### config.mk
export PLATFORM = sky130hd
export DESIGN_NAME = branch_resolve
export DESIGN_NICKNAME = d
export VERILOG_FILES = /design/src/rtl/branch_resolve.sv
export SDC_FILE = /design/constraint.sdc
export NUM_CORES = 1
export LEC_CHECK = 0
export BUFFER_PORTS_ARGS = -buffer_cell sky130_fd_sc_hd__buf_2
export CAP_MARGIN = 20
export CORE_MARGIN = 1
export CORE_UTILIZATION = 50
export DETAILED_ROUTE_END_ITERATION = 8
export PLACE_DENSITY = 0.78
export SYNTH_ARGS = -nofsm -noshare
export SYNTH_HDL_FRONTEND = slang
export SYNTH_SLANG_ARGS = --single-unit
export TNS_END_PERCENT = 5
### constraint.sdc
create_clock -name clk_i -period 2.52 [get_ports clk_i]
set_input_delay 0.126 -clock clk_i [delete_from_list [all_inputs] [get_ports clk_i]]
set_output_delay 0.126 -clock clk_i [all_outputs]
set_load 0.01 [all_outputs]
### src/rtl/branch_resolve.sv
// ---------------------------------------------------------------------------
// branch_resolve
//
// Purpose:
//   Consumer side of the branch comparator in the single-cycle core. It:
//   - tells the comparator whether to do an unsigned compare;
//   - turns br_less/br_equal plus funct3 into a taken decision;
//   - computes branch and jump targets;
//   - owns the PC register.
//   A taken control transfer whose target has bit 1 set is misaligned. It
//   traps, and the block holds in TRAP until trap_ack_i arrives. The PC then
//   resumes at TRAP_VEC.
//
// Parameters:
//   RESET_PC  PC loaded on reset
//   TRAP_VEC  PC loaded when leaving TRAP
//   CNT_W     perf counter width (present only with BRU_PERF_CNT_EN)
//
// Optional feature macro:
//   BRU_PERF_CNT_EN  adds br_cnt_o / taken_cnt_o retirement counters
//
// Ports:
//   clk_i, rst_i      clock, synchronous active-high reset
//   instr_valid_i     current instruction valid
//   stall_i           hold PC this cycle
//   is_branch_i       conditional branch
//   is_jal_i          JAL
//   is_jalr_i         JALR (priority jalr > jal > branch)
//   funct3_i          branch condition select
//   br_less_i         comparator: rs1 < rs2
//   br_equal_i        comparator: rs1 == rs2
//   imm_i             sign-extended immediate
//   rs1_data_i        JALR base register
//   trap_ack_i        trap handler acknowledge (only honoured in TRAP)
//   br_unsigned_o     to comparator: funct3[1]
//   pc_o              registered PC
//   pc_plus4_o        pc_o + 4, the link value
//   br_taken_o        control transfer taken this cycle (combinational)
//   illegal_o         branch with reserved funct3 010/011 (combinational)
//   trap_o            block is in TRAP
//   trap_pc_o         PC of the faulting instruction
//   br_cnt_o          retired conditional branches (BRU_PERF_CNT_EN)
//   taken_cnt_o       retired taken branches/jumps (BRU_PERF_CNT_EN)
//   state_o           debug view of the FSM state (0 = RUN, 1 = TRAP)
//
// Handshake: an instruction is consumed (retires) on a rising edge where the
// FSM is in RUN with instr_valid_i=1 and stall_i=0, and the edge does not
// trap. stall_i acts as an inverted ready, so valid must hold its
// instruction until that edge.
// ---------------------------------------------------------------------------
module branch_resolve #(
  parameter logic [31:0] RESET_PC = 32'h0000_0000,
  parameter logic [31:0] TRAP_VEC = 32'h0000_0100
`ifdef BRU_PERF_CNT_EN
  ,
  parameter int CNT_W = 32
`endif
) (
  input  logic             clk_i,
  input  logic             rst_i,
  input  logic             instr_valid_i,
  input  logic             stall_i,
  input  logic             is_branch_i,
  input  logic             is_jal_i,
  input  logic             is_jalr_i,
  input  logic [2:0]       funct3_i,
  input  logic             br_less_i,
  input  logic             br_equal_i,
  input  logic [31:0]      imm_i,
  input  logic [31:0]      rs1_data_i,
  input  logic             trap_ack_i,
  output logic             br_unsigned_o,
  output logic [31:0]      pc_o,
  output logic [31:0]      pc_plus4_o,
  output logic             br_taken_o,
  output logic             illegal_o,
  output logic             trap_o,
  output logic [31:0]      trap_pc_o,
`ifdef BRU_PERF_CNT_EN
  output logic [CNT_W-1:0] br_cnt_o,
  output logic [CNT_W-1:0] taken_cnt_o,
`endif
  output logic             state_o
);

  typedef enum logic {
    ST_RUN  = 1'b0,
    ST_TRAP = 1'b1
  } state_t;

  state_t      state_q, state_d;
  logic        cond_taken;
  logic        xfer;        // any control transfer, before gating
  logic [31:0] target;
  logic [31:0] next_pc;
  logic        misalign;    // taken transfer to a non-word-aligned target
  logic        advance;     // RUN-state edge with a consumable instruction
  logic        retire;

  // Condition decode. The reserved encodings 010/011 never take.
  always_comb begin
    cond_taken = 1'b0;
    case (funct3_i)
      3'b000:  cond_taken =  br_equal_i;
      3'b001:  cond_taken = !br_equal_i;
      3'b100:  cond_taken =  br_less_i;
      3'b101:  cond_taken = !br_less_i;
      3'b110:  cond_taken =  br_less_i;
      3'b111:  cond_taken = !br_less_i;
      default: cond_taken = 1'b0;
    endcase
  end

  assign br_unsigned_o = funct3_i[1];
  assign illegal_o     = is_branch_i && (funct3_i[2:1] == 2'b01);
  assign xfer          = is_jalr_i || is_jal_i || (is_branch_i && cond_taken);
  assign br_taken_o    = xfer && instr_valid_i && (state_q == ST_RUN);

  // JALR wins over JAL and branch. Only JALR clears bit 0 of its target.
  assign target     = is_jalr_i ? ((rs1_data_i + imm_i) & ~32'h1) : (pc_o + imm_i);
  assign pc_plus4_o = pc_o + 32'd4;
  assign next_pc    = br_taken_o ? target : pc_plus4_o;
  // br_taken_o is already 0 outside RUN, so a not-taken branch never traps.
  assign misalign   = br_taken_o && target[1];
  assign advance    = (state_q == ST_RUN) && instr_valid_i && !stall_i;
  assign retire     = advance && !misalign;

  // FSM: state register
  always_ff @(posedge clk_i) begin
    if (rst_i) state_q <= ST_RUN;
    else       state_q <= state_d;
  end

  // FSM: next state
  always_comb begin
    state_d = state_q;
    case (state_q)
      ST_RUN:  if (advance && misalign) state_d = ST_TRAP;
      ST_TRAP: if (trap_ack_i)          state_d = ST_RUN;
      default: state_d = ST_RUN;
    endcase
  end

  // FSM: outputs
  always_comb begin
    trap_o  = (state_q == ST_TRAP);
    state_o = state_q;
  end

  // PC and faulting-PC registers
  always_ff @(posedge clk_i) begin
    if (rst_i) begin
      pc_o      <= RESET_PC;
      trap_pc_o <= 32'h0;
    end else if (state_q == ST_TRAP) begin
      if (trap_ack_i) pc_o <= TRAP_VEC;
    end else if (advance) begin
      if (misalign) trap_pc_o <= pc_o;
      else          pc_o      <= next_pc;
    end
  end

`ifdef BRU_PERF_CNT_EN
  // A branch flag overridden by a set jal/jalr flag retires as a jump,
  // not as a conditional branch.
  always_ff @(posedge clk_i) begin
    if (rst_i) begin
      br_cnt_o    <= '0;
      taken_cnt_o <= '0;
    end else if (retire) begin
      if (is_branch_i && !is_jal_i && !is_jalr_i) br_cnt_o <= br_cnt_o + CNT_W'(1);
      if (br_taken_o) taken_cnt_o <= taken_cnt_o + CNT_W'(1);
    end
  end
`else
  // Without the perf counters, retirement has no consumer beyond the PC.
  logic unused_retire;
  assign unused_retire = retire;
`endif

endmodule
# --- Word-level counts from Yosys, hierarchy flattened ---
# Cells that the tools add are included.
totals:
  regBits: 65
  in_bits: 77
classes:
  n_addsub: 3
  eq_ne: 8
  mux: 10
  n_bitwise: 1
  reduce_logical: 19
op_table:
  columns: ["op", "n"]
  rows:
  - ["32-bit 2-to-1 mux", 6]
  - ["32-bit adder", 2]
  - ["32-bit by 3-bit adder with 32-bit output, second input constant", 1]
  - ["3-bit equality test, second input constant", 4]
  - ["1-bit logical AND", 8]
  - ["3-bit AND reduction", 2]
  - ["2-bit != test, second input constant", 2]
  - ["1-bit case mux with 4 select lines", 1]
  - ["2-bit OR reduction", 2]
  - ["3-bit by 1-bit equality test with 1-bit output, second input constant", 1]
  - ["1-bit logical NOT", 3]
  - ["3-bit logical NOT", 1]
  - ["2-bit by 1-bit equality test with 1-bit output, second input constant", 1]
  - ["1-bit logical OR", 2]
  - ["1-bit 2-to-1 mux", 2]
  - ["1-bit case mux with 2 select lines", 1]
  - ["2-bit nonzero test", 1]
  - ["1-bit NOT", 1]

# --- Depth between registers and ports, before layout ---
# Gate-level depths: netlist of run 1.
logic_depth:
  ltp_word: 11
  depth_mapped: 12

# --- Worst setup path before layout of run 1 ---
# No wires, ideal clock.
synth_timing:
  path_kind: "register to register"
  from: "register pc_o[0]"
  to: "register pc_o[26]"
  setup_ns: 0.117
  t_arrival_ns: 2.725
  t_required_ns: 2.403
  slack_ns: -0.322
  path_stages_with_launch: 13
  n_path_buf: 0
  synth_period_minus_slack_ns: 2.842
  path_cell_list: "dfxtp_1 ha_1 inv_1 fa_1 nand2b_1 a21oi_2 o211ai_1 a211o_1 a21oi_1 nor3_1 a211o_1 mux2_2 a32o_1"
synth_via:
  elab_chain_cells: 6
  elab_cells_between_ends: 10
synth_rtl:
  columns: ["item", "line_no", "source"]
  rows:
  - ["from (decl)", "73", "output logic [31:0] pc_o,"]
  - ["from (signal assigned)", "159", "else pc_o <= next_pc;"]
  - ["32-bit adder", "120", "assign target = is_jalr_i ? ((rs1_data_i + imm_i) & ~32'h1) : (pc_o + imm_i);"]
  - ["32-bit 2-to-1 mux", "120", null]
  - ["32-bit 2-to-1 mux", "122", "assign next_pc = br_taken_o ? target : pc_plus4_o;"]
  - ["32-bit 2-to-1 mux", "158", "if (misalign) trap_pc_o <= pc_o;"]
  - ["32-bit 2-to-1 mux", "157", "end else if (advance) begin"]
  - ["32-bit 2-to-1 mux", "155", "end else if (state_q == ST_TRAP) begin"]
# Parallel ways exist; a longest one is shown, timed or not. The select of a mux whose other input is x is not followed.
# A chain may end at the register's enable or synchronous reset.

# --- Worst setup path after layout of run 1 ---
# Same ends and word-level chain as after synthesis.

==> impl_metrics.env, run 1 <==
export IMPL_p_int_mw=2.57
export IMPL_power_density_nw_per_um2=406
export IMPL_ys_seq_area_share_pct=18.4
export IMPL_cp_arrival_ps=2950
export IMPL_p_leak_nw=4.77
export IMPL_p_sw_mw=1.43
export IMPL_finalClockSkew_ps=6.17
export IMPL_path_clk_slew_ps=60
export IMPL_period_share_pct=108
export IMPL_worst_setup_path_start_kind="flop"
export IMPL_synth_warnings=0
export IMPL_setup_tns_ps=-661
export IMPL_p_total_mw=4.00
export IMPL_slew_headroom_pct=68.5
export IMPL_antenna_found_initial=0
export IMPL_multi_input_area_um2=5680
export IMPL_post_route_util_pct=71.3
export IMPL_crit_path_end_kind="flop"
export IMPL_grt_start_max_net_pins=35
export IMPL_syn_mean_instance_area_um2=7.12
export IMPL_via_count=8741
export IMPL_layout_min_cycle_time_ps=2720
export IMPL_synth_top_flop_cell="dfxtp_1"
export IMPL_fillCellCount=1130
export IMPL_dieHeight_um=121
export IMPL_clk_latency_ps=340
export IMPL_numPortBuffers=177
export IMPL_clock_path_buffers=2
export IMPL_route_met3_wl_mm=2.58
export IMPL_synth_top_family_by_area="compound AO/OA/AOI/OAI gates"
export IMPL_drt_met1_wl_mm=11.5
export IMPL_layout_nets=1443
export IMPL_rsz0062_at_grt="true"
export IMPL_die_area_um2=14600
export IMPL_combinationalPowerShare_pct=41.0
export IMPL_ys_async_sr_fraction_pct=0
export IMPL_fin_ws_ps=-200
export IMPL_htreeDepth=3
export IMPL_grt_pass1_wl_mm=39.9
export IMPL_synthCells=992
export IMPL_diodes=0
export IMPL_wl_per_cell_um=17.2
export IMPL_gp_congestion=0.963
export IMPL_synthSimpleGateAreaFrac_pct=24.2
export IMPL_holdBufCountCts=0
export IMPL_regArea_um2=1310
export IMPL_syn_area_um2=7070
export IMPL_cts_root_buf="clkbuf_16"
export IMPL_synth_xor_area_share_pct=8.80
export IMPL_top_layer_used="met4"
export IMPL_status="finished with violations"
export IMPL_cts_tree="done"
export IMPL_dp_cells=1470
export IMPL_tightest_slew_ps=472
export IMPL_hpwl_mm=20.3
export IMPL_p_seq_share_pct=26.9
export IMPL_ir_drop_uv=332
export IMPL_area_growth_syn_to_layout_pct=39.5
export IMPL_ys_types=82
export IMPL_final_common_cell="buf_4"
export IMPL_final_layout_size_suffix_gt1_share_pct=33.9
export IMPL_routed_wl_met2_mm=11.1
export IMPL_first_global_vias=7792
export IMPL_initial_core_util_pct=51.1
export IMPL_core_area_um2=13800
export IMPL_ant_nets=0
export IMPL_synthAdderAreaFrac_pct=11.5
export IMPL_synth_compound_area_share_pct=31.3
export IMPL_vias_per_cell=5.88
export IMPL_fin_area_um2=9860
export IMPL_violations="setup timing"
export IMPL_grt_total_usage_pct=34.6
export IMPL_wirelength_mm=25.6
export IMPL_crit_type="flop to flop"
export IMPL_firstDrtPassIters=5
export IMPL_drc=0
export IMPL_syn_num_nets=1133
export IMPL_hp_class="input port to flop"
export IMPL_gr_total_overflow=0
export IMPL_final_cells=1487
export IMPL_drt_iter0_drc=920
export IMPL_final_cell_mix="buf_4, buf_2, nand2_1"
export IMPL_cts_sinks=65
export IMPL_critPathMaxFanout=3
export IMPL_synth_edf_count=0
export IMPL_clock_power_share_pct=32.1
export IMPL_finalSetupViolations=7
export IMPL_synth_seq_cells=65
export IMPL_placed_cell_area_um2=9320
export IMPL_muxShareOfSynthArea_pct=0.885
export IMPL_cap_viol_max_count=0
export IMPL_hold_viol=0
export IMPL_pin_count=178
export IMPL_rows=43
export IMPL_p_sw_share_pct=35.8
export IMPL_die_w_um=121
export IMPL_required_ps=2750
export IMPL_cts_buffers=9
export IMPL_max_freq_mhz=368
export IMPL_maxSlewViolCount=0
## path summary, 6_finish.rpt
path,startpoint,endpoint,slack (ps),cells past startpoint
max,pc_o[0]$_SDFFE_PP0P_,pc_o[26]$_SDFFE_PP0P_,-200,12
min,trap_ack_i,state_o$_SDFF_PP0_,120,3
max reg2reg,pc_o[0]$_SDFFE_PP0P_,pc_o[26]$_SDFFE_PP0P_,-200,12
min reg2reg,trap_pc_o[8]$_SDFFE_PP0P_,trap_pc_o[8]$_SDFFE_PP0P_,450,2
## cell type report
| type | instances | share of cell area [%] |
|---|---|---|
| clock inverters | 5 | 0.559 |
| clock buffers | 11 | 2.46 |
| flip-flops and latches | 65 | 13.3 |
| multi-input cells | 844 | 57.7 |
| inverters | 25 | 0.952 |
| repair buffers | 357 | 22.8 |
| well taps | 180 | 2.29 |
## power by group through the flow
stage | registers, mW | clock network (mW) | logic [mW]
detailed placement | 1.10 | 0 | 1.54
floorplan | 1.12 | 0 | 0.864
global placement | 1.10 | 0 | 1.52
CTS | 1.08 | 1.29 | 1.56
global route | 1.08 | 1.34 | 1.77
finish | 1.08 | 1.28 | 1.64
## per-layer routing
layer | vias to the layer above | global-route usage (%)
met3 | 43 | 5.59
met1 | 3986 | 50.5
met2 | 485 | 51.9
li1 | 4227 | -
met4 | 0 | 9.57
met5 | - | 0
## critical path: stages (launching register included)
cell and delay [ps]:
dfxtp_4 360, ha_4 130, inv_2 30, fa_2 340
nand2b_4 160, a21oi_4 150, o211ai_1 110, a211o_1 300
a21oi_2 200, nor3_1 70, a211o_1 260, mux2_2 290
a32o_1 220
## metrics by stage
stage / worst slack (ps) / hold WS, ps
floorplan: -118 / 300
global placement: -227 / 439
detailed placement: -292 / 445
CTS: -218 / 94.6
global route: -322 / 142
finish: -200 / 118
## state kept, by name (all words and copies together), names as in the netlist
name,cells
trap_pc_o,32
pc_o,32
state_o,1
## logic make-up (layout without fill, tap and decap cells)
kind of cell / Yosys count / count (layout)
simple gates: 368 / 368
compound gates: 335 / 335
buf+inv: 83 / 398
xor+xnor: 71 / 71
flops: 65 / 65
fa+ha+maj: 64 / 64
mux: 6 / 6
## cells in the mapped netlist (15+ instances only)
library cell,number,share of area (%)
xor2_1,35,4.3
o21ai_0,56,4.0
xnor2_1,36,4.5
clkbuf_1,42,2.2
dfxtp_1,65,18
nor3_1,23,1.6
inv_1,23,1.2
nor2b_1,15,1.3
and3_1,15,1.3
a211oi_1,15,1.6
ha_1,62,11
a21oi_1,119,8.4
nand3_1,21,1.5
a21o_1,32,3.4
nor2_1,83,4.4
a31oi_1,15,1.3
nand4_1,16,1.4
nand2_1,149,7.9
## what timing repair did
item	CTS	global route
setup endpoints to repair	12	40
resized for setup	11	38
setup buffers	0	1
pin swaps	12	14
gates cloned	0	0
Note: power is estimated with default switching activity, not from simulation.
==> run 2, diff against run 1 <==
--- a/config.mk
+++ b/config.mk
@@ -8,9 +8,9 @@
 export BUFFER_PORTS_ARGS = -buffer_cell sky130_fd_sc_hd__buf_2
 export CAP_MARGIN = 20
 export CORE_MARGIN = 1
-export CORE_UTILIZATION = 50
+export CORE_UTILIZATION = 51
 export DETAILED_ROUTE_END_ITERATION = 8
-export PLACE_DENSITY = 0.78
+export PLACE_DENSITY = 0.76
 export SYNTH_ARGS = -nofsm -noshare
 export SYNTH_HDL_FRONTEND = slang
 export SYNTH_SLANG_ARGS = --single-unit
==> constraint.sdc (replaced) <==
create_clock -name clk_i -period 3.32 [get_ports clk_i]
set_input_delay 0.166 -clock clk_i [delete_from_list [all_inputs] [get_ports clk_i]]
set_output_delay 0.166 -clock clk_i [all_outputs]
set_load 0.01 [all_outputs]
==> impl_metrics.env, run 2 (synthesis gave the netlist of run 1 again) <==
export IMPL_antenna_found_initial=0
export IMPL_ir_drop_uv=205
export IMPL_crit_chain="ha_1, inv_1, fa_1, nand2b_1, a21oi_2, o211ai_1, a211o_1, a21oi_1, nor3_1, a211o_1, mux2_2, a32o_1"
export IMPL_cts_sinks=65
export IMPL_power_density_nw_per_um2=340
export IMPL_die_area_um2=14300
export IMPL_dieHeight_um=120
export IMPL_ant_nets=0
export IMPL_rsz0062_at_grt="false"
export IMPL_cp_slowest_stage_delay_ps=410
export IMPL_via_count=8043
export IMPL_firstDrtPassIters=5
export IMPL_crit_top_cell="a211o_1"
export IMPL_fin_ws_ps=165
export IMPL_critical_path_top_delay_family="compound AO/OA/AOI/OAI gates"
export IMPL_final_layout_size_suffix_gt1_share_pct=21.4
export IMPL_clock_path_buffers=2
export IMPL_grt_start_max_net_pins=36
export IMPL_final_cell_mix="buf_2, nand2_1, a21oi_1"
export IMPL_required_ps=3550
export IMPL_hpwl_mm=18.7
export IMPL_fillCellCount=1291
export IMPL_holdPathEnd="state_o$_SDFF_PP0_"
export IMPL_rows=42
export IMPL_clk_latency_ps=340
export IMPL_slew_headroom_pct=60.6
export IMPL_cts_tree="done"
export IMPL_period_share_pct=95.0
export IMPL_finalSetupViolations=0
export IMPL_initial_core_util_pct=52.7
export IMPL_regArea_um2=1300
export IMPL_wirelength_mm=23.5
export IMPL_tightest_slew_ps=591
export IMPL_path_buf_inv=1
export IMPL_wl_per_cell_um=17.7
export IMPL_holdBufCountCts=0
export IMPL_cts_buffers=9
export IMPL_grt_total_usage_pct=32.1
export IMPL_cap_viol_max_count=0
export IMPL_hold_viol=0
export IMPL_path_clk_slew_ps=60
export IMPL_layout_nets=1288
export IMPL_crit_type="flop to flop"
export IMPL_placed_cell_area_um2=8120
export IMPL_maxSlewViolCount=0
export IMPL_crit_path_end_kind="flop"
export IMPL_die_w_um=120
export IMPL_area_growth_syn_to_layout_pct=19.6
export IMPL_htreeDepth=3
export IMPL_cp_slowest_cell="dfxtp_1"
export IMPL_drc=0
export IMPL_multi_input_area_um2=5430
export IMPL_hp_start="trap_ack_i"
export IMPL_gp_congestion=0.946
export IMPL_cp_arrival_ps=3390
export IMPL_diodes=0
export IMPL_r2r_cells=12
export IMPL_fin_area_um2=8450
export IMPL_r2r_start="pc_o[0]$_SDFFE_PP0P_"
export IMPL_gr_total_overflow=0
export IMPL_dp_cells=1312
export IMPL_layout_min_cycle_time_ps=3150
export IMPL_final_cells=1327
export IMPL_drt_iter0_drc=976
export IMPL_hold_depth=3
export IMPL_grt_pass1_wl_mm=36.4
export IMPL_post_route_util_pct=63.1
export IMPL_r2r_end="pc_o[26]$_SDFFE_PP0P_"
export IMPL_worst_setup_path_start_kind="flop"
export IMPL_vias_per_cell=6.06
export IMPL_cp_num_cells=12
export IMPL_dp_slack_ps=211
export IMPL_final_common_cell="buf_2"
export IMPL_setup_tns_ps=0
export IMPL_r2r_setup_slack_ps=170
export IMPL_pin_count=178
export IMPL_core_area_um2=13400
export IMPL_status="finished, final reports clean"
export IMPL_critPathMaxFanout=5
export IMPL_max_freq_mhz=317
export IMPL_first_global_vias=6919
export IMPL_numPortBuffers=177
export IMPL_cts_root_buf="clkbuf_16"
export IMPL_p_leak_nw=3.95
export IMPL_finalClockSkew_ps=9.26
export IMPL_hp_class="input port to flop"
==> run 2: worst max-delay path by stage <==
stage                                     from                    end  slack, ps
after floorplan           pc_o[0]$_SDFFE_PP0P_  pc_o[26]$_SDFFE_PP0P_        480
after global placement                imm_i[1]  pc_o[16]$_SDFFE_PP0P_        260
after detailed placement  pc_o[0]$_SDFFE_PP0P_  pc_o[26]$_SDFFE_PP0P_        210
after CTS                 pc_o[0]$_SDFFE_PP0P_  pc_o[26]$_SDFFE_PP0P_        200
after global routing      pc_o[0]$_SDFFE_PP0P_  pc_o[26]$_SDFFE_PP0P_         20
final                     pc_o[0]$_SDFFE_PP0P_  pc_o[26]$_SDFFE_PP0P_        170
==> run 2: per-layer routing <==
layer  GRT usage (%)  routed length, µm  vias up
met2            47.1               9860      424
li1                -                  -     3936
met4            9.77                446        0
met5               0                  0        -
met1            47.7              10700     3647
met3            4.99               2500       36
==> run 2: report_power, final <==
part / internal, mW / total (mW) / leakage [nW] / switching [mW]
clock: 0.715 / 1.05 / 0.162 / 0.336
sequential: 0.801 / 0.839 / 0.525 / 0.0376
combinational: 0.382 / 0.985 / 3.27 / 0.603
==> run 2: stage by stage <==
stage / hold WS, ps / power (mW)
2_1_floorplan: 348 / 1.50
4_1_cts: 147 / 2.85
3_5_place_dp: 443 / 1.81
3_3_place_gp: 440 / 1.81
6_report: 161 / 2.87
5_1_grt: 157 / 3.00
==> run 2: area by class of cell <==
class / count / share of cell area (%)
Timing Repair Buffer: 202 / 12.7
Clock buffer: 13 / 3.20
Multi-Input combinational cell: 844 / 64.3
Inverter: 25 / 1.11
Tap cell: 176 / 2.61
Sequential cell: 65 / 15.4
Clock inverter: 2 / 0.711
==> run 2: worst register-to-register path: cells and delay by family, from the launching register on <==
kind                       cells  cell delay [ps]
AOI/OAI and AO/OA              6             1370
adders and majority gates      2              620
buffers and inverters          1               60
DFF                            1              410
muxes                          1              290
and+or+nand+nor                2              300
==> run 2: repair_timing <==
item                                   4_1_cts  5_1_grt
buffers inserted                             0        0
setup endpoints to repair                    0        1
endpoints found under the hold margin        0        0
resized for setup                            0        1
==> run 3, diff against run 2 <==
--- a/config.mk
+++ b/config.mk
@@ -5,12 +5,13 @@
 export SDC_FILE = /design/constraint.sdc
 export NUM_CORES = 1
 export LEC_CHECK = 0
+export ABC_AREA = 1
 export BUFFER_PORTS_ARGS = -buffer_cell sky130_fd_sc_hd__buf_2
 export CAP_MARGIN = 20
 export CORE_MARGIN = 1
 export CORE_UTILIZATION = 51
 export DETAILED_ROUTE_END_ITERATION = 8
-export PLACE_DENSITY = 0.76
+export PLACE_DENSITY = 0.86
 export SYNTH_ARGS = -nofsm -noshare
 export SYNTH_HDL_FRONTEND = slang
 export SYNTH_SLANG_ARGS = --single-unit
==> impl_metrics.env, run 3 <==
export IMPL_dieHeight_um=131
export IMPL_gr_total_overflow=0
export IMPL_slew_headroom_pct=50.1
export IMPL_final_cell_mix="nand2_1, inv_1, buf_2"
export IMPL_ir_drop_uv=239
export IMPL_yosysTopAreaCell="nand2_1"
export IMPL_cp_arrival_ps=2960
export IMPL_multi_input_area_um2=5900
export IMPL_clock_power_share_pct=29.9
export IMPL_regArea_um2=1300
export IMPL_p_leak_nw=6.06
export IMPL_max_freq_mhz=370
export IMPL_ys_types=37
export IMPL_rsz0062_at_grt="false"
export IMPL_hp_class="input port to flop"
export IMPL_grt_total_usage_pct=31.9
export IMPL_combinationalPowerShare_pct=39.0
export IMPL_setup_tns_ps=0
export IMPL_path_clk_slew_ps=50
export IMPL_ys_seq_area_share_pct=15.2
export IMPL_cts_buffers=9
export IMPL_rows=46
export IMPL_diodes=0
export IMPL_dp_cells=2000
export IMPL_required_ps=3580
export IMPL_finalSetupViolations=0
export IMPL_tightest_slew_ps=748
export IMPL_syn_mean_instance_area_um2=5.23
export IMPL_final_cells=2013
export IMPL_holdBufCountCts=0
export IMPL_hold_worst_slack_ps=120
export IMPL_syn_area_um2=8540
export IMPL_synthCells=1633
export IMPL_ant_nets=0
export IMPL_crit_path_end_kind="flop"
export IMPL_wirelength_mm=27.8
export IMPL_vias_per_cell=5.19
export IMPL_critPathMaxFanout=41
export IMPL_power_density_nw_per_um2=283
export IMPL_finalClockSkew_ps=5.22
export IMPL_htreeDepth=3
export IMPL_crit_type="flop to flop"
export IMPL_layout_nets=1936
export IMPL_cap_viol_max_count=0
export IMPL_grt_start_max_net_pins=42
export IMPL_p_int_mw=1.71
export IMPL_syn_num_nets=1774
export IMPL_layout_min_cycle_time_ps=2710
export IMPL_ys_async_sr_fraction_pct=0
export IMPL_cts_tree="done"
export IMPL_wl_per_cell_um=13.8
export IMPL_synth_top_area_share_pct=27.8
export IMPL_area_growth_syn_to_layout_pct=15.2
export IMPL_dp_slack_ps=652
export IMPL_core_area_um2=16100
export IMPL_status="finished, final reports clean"
export IMPL_initial_core_util_pct=53.0
export IMPL_fillCellCount=1648
export IMPL_worst_setup_path_start_kind="flop"
export IMPL_maxSlewViolCount=0
export IMPL_clk_latency_ps=340
export IMPL_synth_edf_count=0
export IMPL_synth_warnings=0
export IMPL_hold_viol=0
export IMPL_hpwl_mm=23.1
export IMPL_synth_most_common_cell="nand2_1"
export IMPL_p_sw_mw=1.08
export IMPL_cts_sinks=65
export IMPL_die_area_um2=17300
export IMPL_period_share_pct=81.5
export IMPL_die_w_um=131
export IMPL_numPortBuffers=177
export IMPL_synth_seq_cells=65
export IMPL_yosys_top_cells_area="nand2_1, dfxtp_1, inv_1"
export IMPL_cts_setup_buffers=0
export IMPL_drt_iter0_drc=1044
export IMPL_final_layout_size_suffix_gt1_share_pct=12.2
export IMPL_gp_congestion=0.975
export IMPL_pin_count=178
export IMPL_grt_pass1_wl_mm=44.7
export IMPL_final_common_cell="nand2_1"
export IMPL_clock_path_buffers=2
export IMPL_drc=0
export IMPL_first_global_vias=9206
export IMPL_fin_ws_ps=614
export IMPL_antenna_found_initial=0
export IMPL_cts_root_buf="clkbuf_16"
export IMPL_firstDrtPassIters=6
export IMPL_synth_top_flop_cell="dfxtp_1"
export IMPL_p_total_mw=2.78
export IMPL_cts_repair_resized=0
export IMPL_synthTopCellsByCount="nand2_1, inv_1, nand3_1"
export IMPL_via_count=10500
export IMPL_p_seq_share_pct=31.1
export IMPL_p_sw_share_pct=38.7
==> run 3: cell count changes after synthesis, sizes merged, moves of 12 or more <==
cell and delta:
nand2 +484, inv +284, nand3 +107, nor2 +46, xnor2 -32, a21o -30, clkbuf -30, a211oi -18
nor2b -15, a31oi -14, or2 +14, and3 -12
==> run 3: metrics by stage <==
step           area, µm²  utilization, %
4_1_cts             9840            61.1
3_3_place_gp        9590            59.5
2_1_floorplan       8540               -
3_5_place_dp        9590            59.5
6_report            9840            61.1
5_1_grt             9840            61.1
==> run 3: logic make-up (layout without fill, tap and decap cells) <==
| kind of cell | count (synthesis) | count (layout) | synth area share [%] |
|---|---|---|---|
| AOI/OAI and AO/OA | 179 | 179 | 10.8 |
| xor gates and xnor gates | 32 | 32 | 3.28 |
| adders and majority gates | 64 | 64 | 9.55 |
| buffers and inverters | 342 | 506 | 15.7 |
| DFF | 65 | 65 | 15.2 |
| and+or+nand+nor | 951 | 951 | 45.4 |
==> run 3: metal layers <==
| layer | track usage [%] | up-vias | share of wire [%] |
|---|---|---|---|
| met4 | 14.3 | 0 | 4.1 |
| met2 | 52.3 | 474 | 44 |
| li1 | - | 5357 | - |
| met3 | 4.82 | 75 | 8.4 |
| met5 | 0 | - | 0 |
| met1 | 41.0 | 4547 | 43 |
==> run 3: path summary, 6_finish.rpt <==
| check | endpoint | cells past startpoint | slack, ps | startpoint |
|---|---|---|---|---|
| max | trap_pc_o[25]$_SDFFE_PP0P_ | 10 | 610 | pc_o[0]$_SDFFE_PP0P_ |
| min | state_o$_SDFF_PP0_ | 4 | 120 | trap_ack_i |
| min reg2reg | trap_pc_o[26]$_SDFFE_PP0P_ | 2 | 490 | trap_pc_o[26]$_SDFFE_PP0P_ |
| max reg2reg | trap_pc_o[25]$_SDFFE_PP0P_ | 10 | 610 | pc_o[0]$_SDFFE_PP0P_ |
==> run 3: power by group through the flow <==
stage / clock network [mW] / registers, mW / logic (mW)
after global routing: 0.872 / 0.867 / 1.22
after detailed placement: 0 / 0.878 / 1.07
final: 0.832 / 0.864 / 1.09
after CTS: 0.833 / 0.863 / 1.07
after global placement: 0 / 0.879 / 1.05
after floorplan: 0 / 0.880 / 0.731
==> run 3: area by class of cell <==
type                            instances  area share, %
Multi-Input combinational cell       1226           60.0
Sequential cell                        65           13.2
Inverter                              308           11.7
Timing Repair Buffer                  185           9.74
Tap cell                              216           2.75
Clock buffer                           12           2.50
Clock inverter                          1         0.0509
==> run 3: critical path: stages, from the launching register on <==
cell     delay (ps)
dfxtp_1         390
ha_1            250
inv_1            70
fa_1            420
inv_1            60
o21ai_0         140
or2_1           400
nor2_4          360
buf_12          240
o21ai_0          90
a21oi_1         180
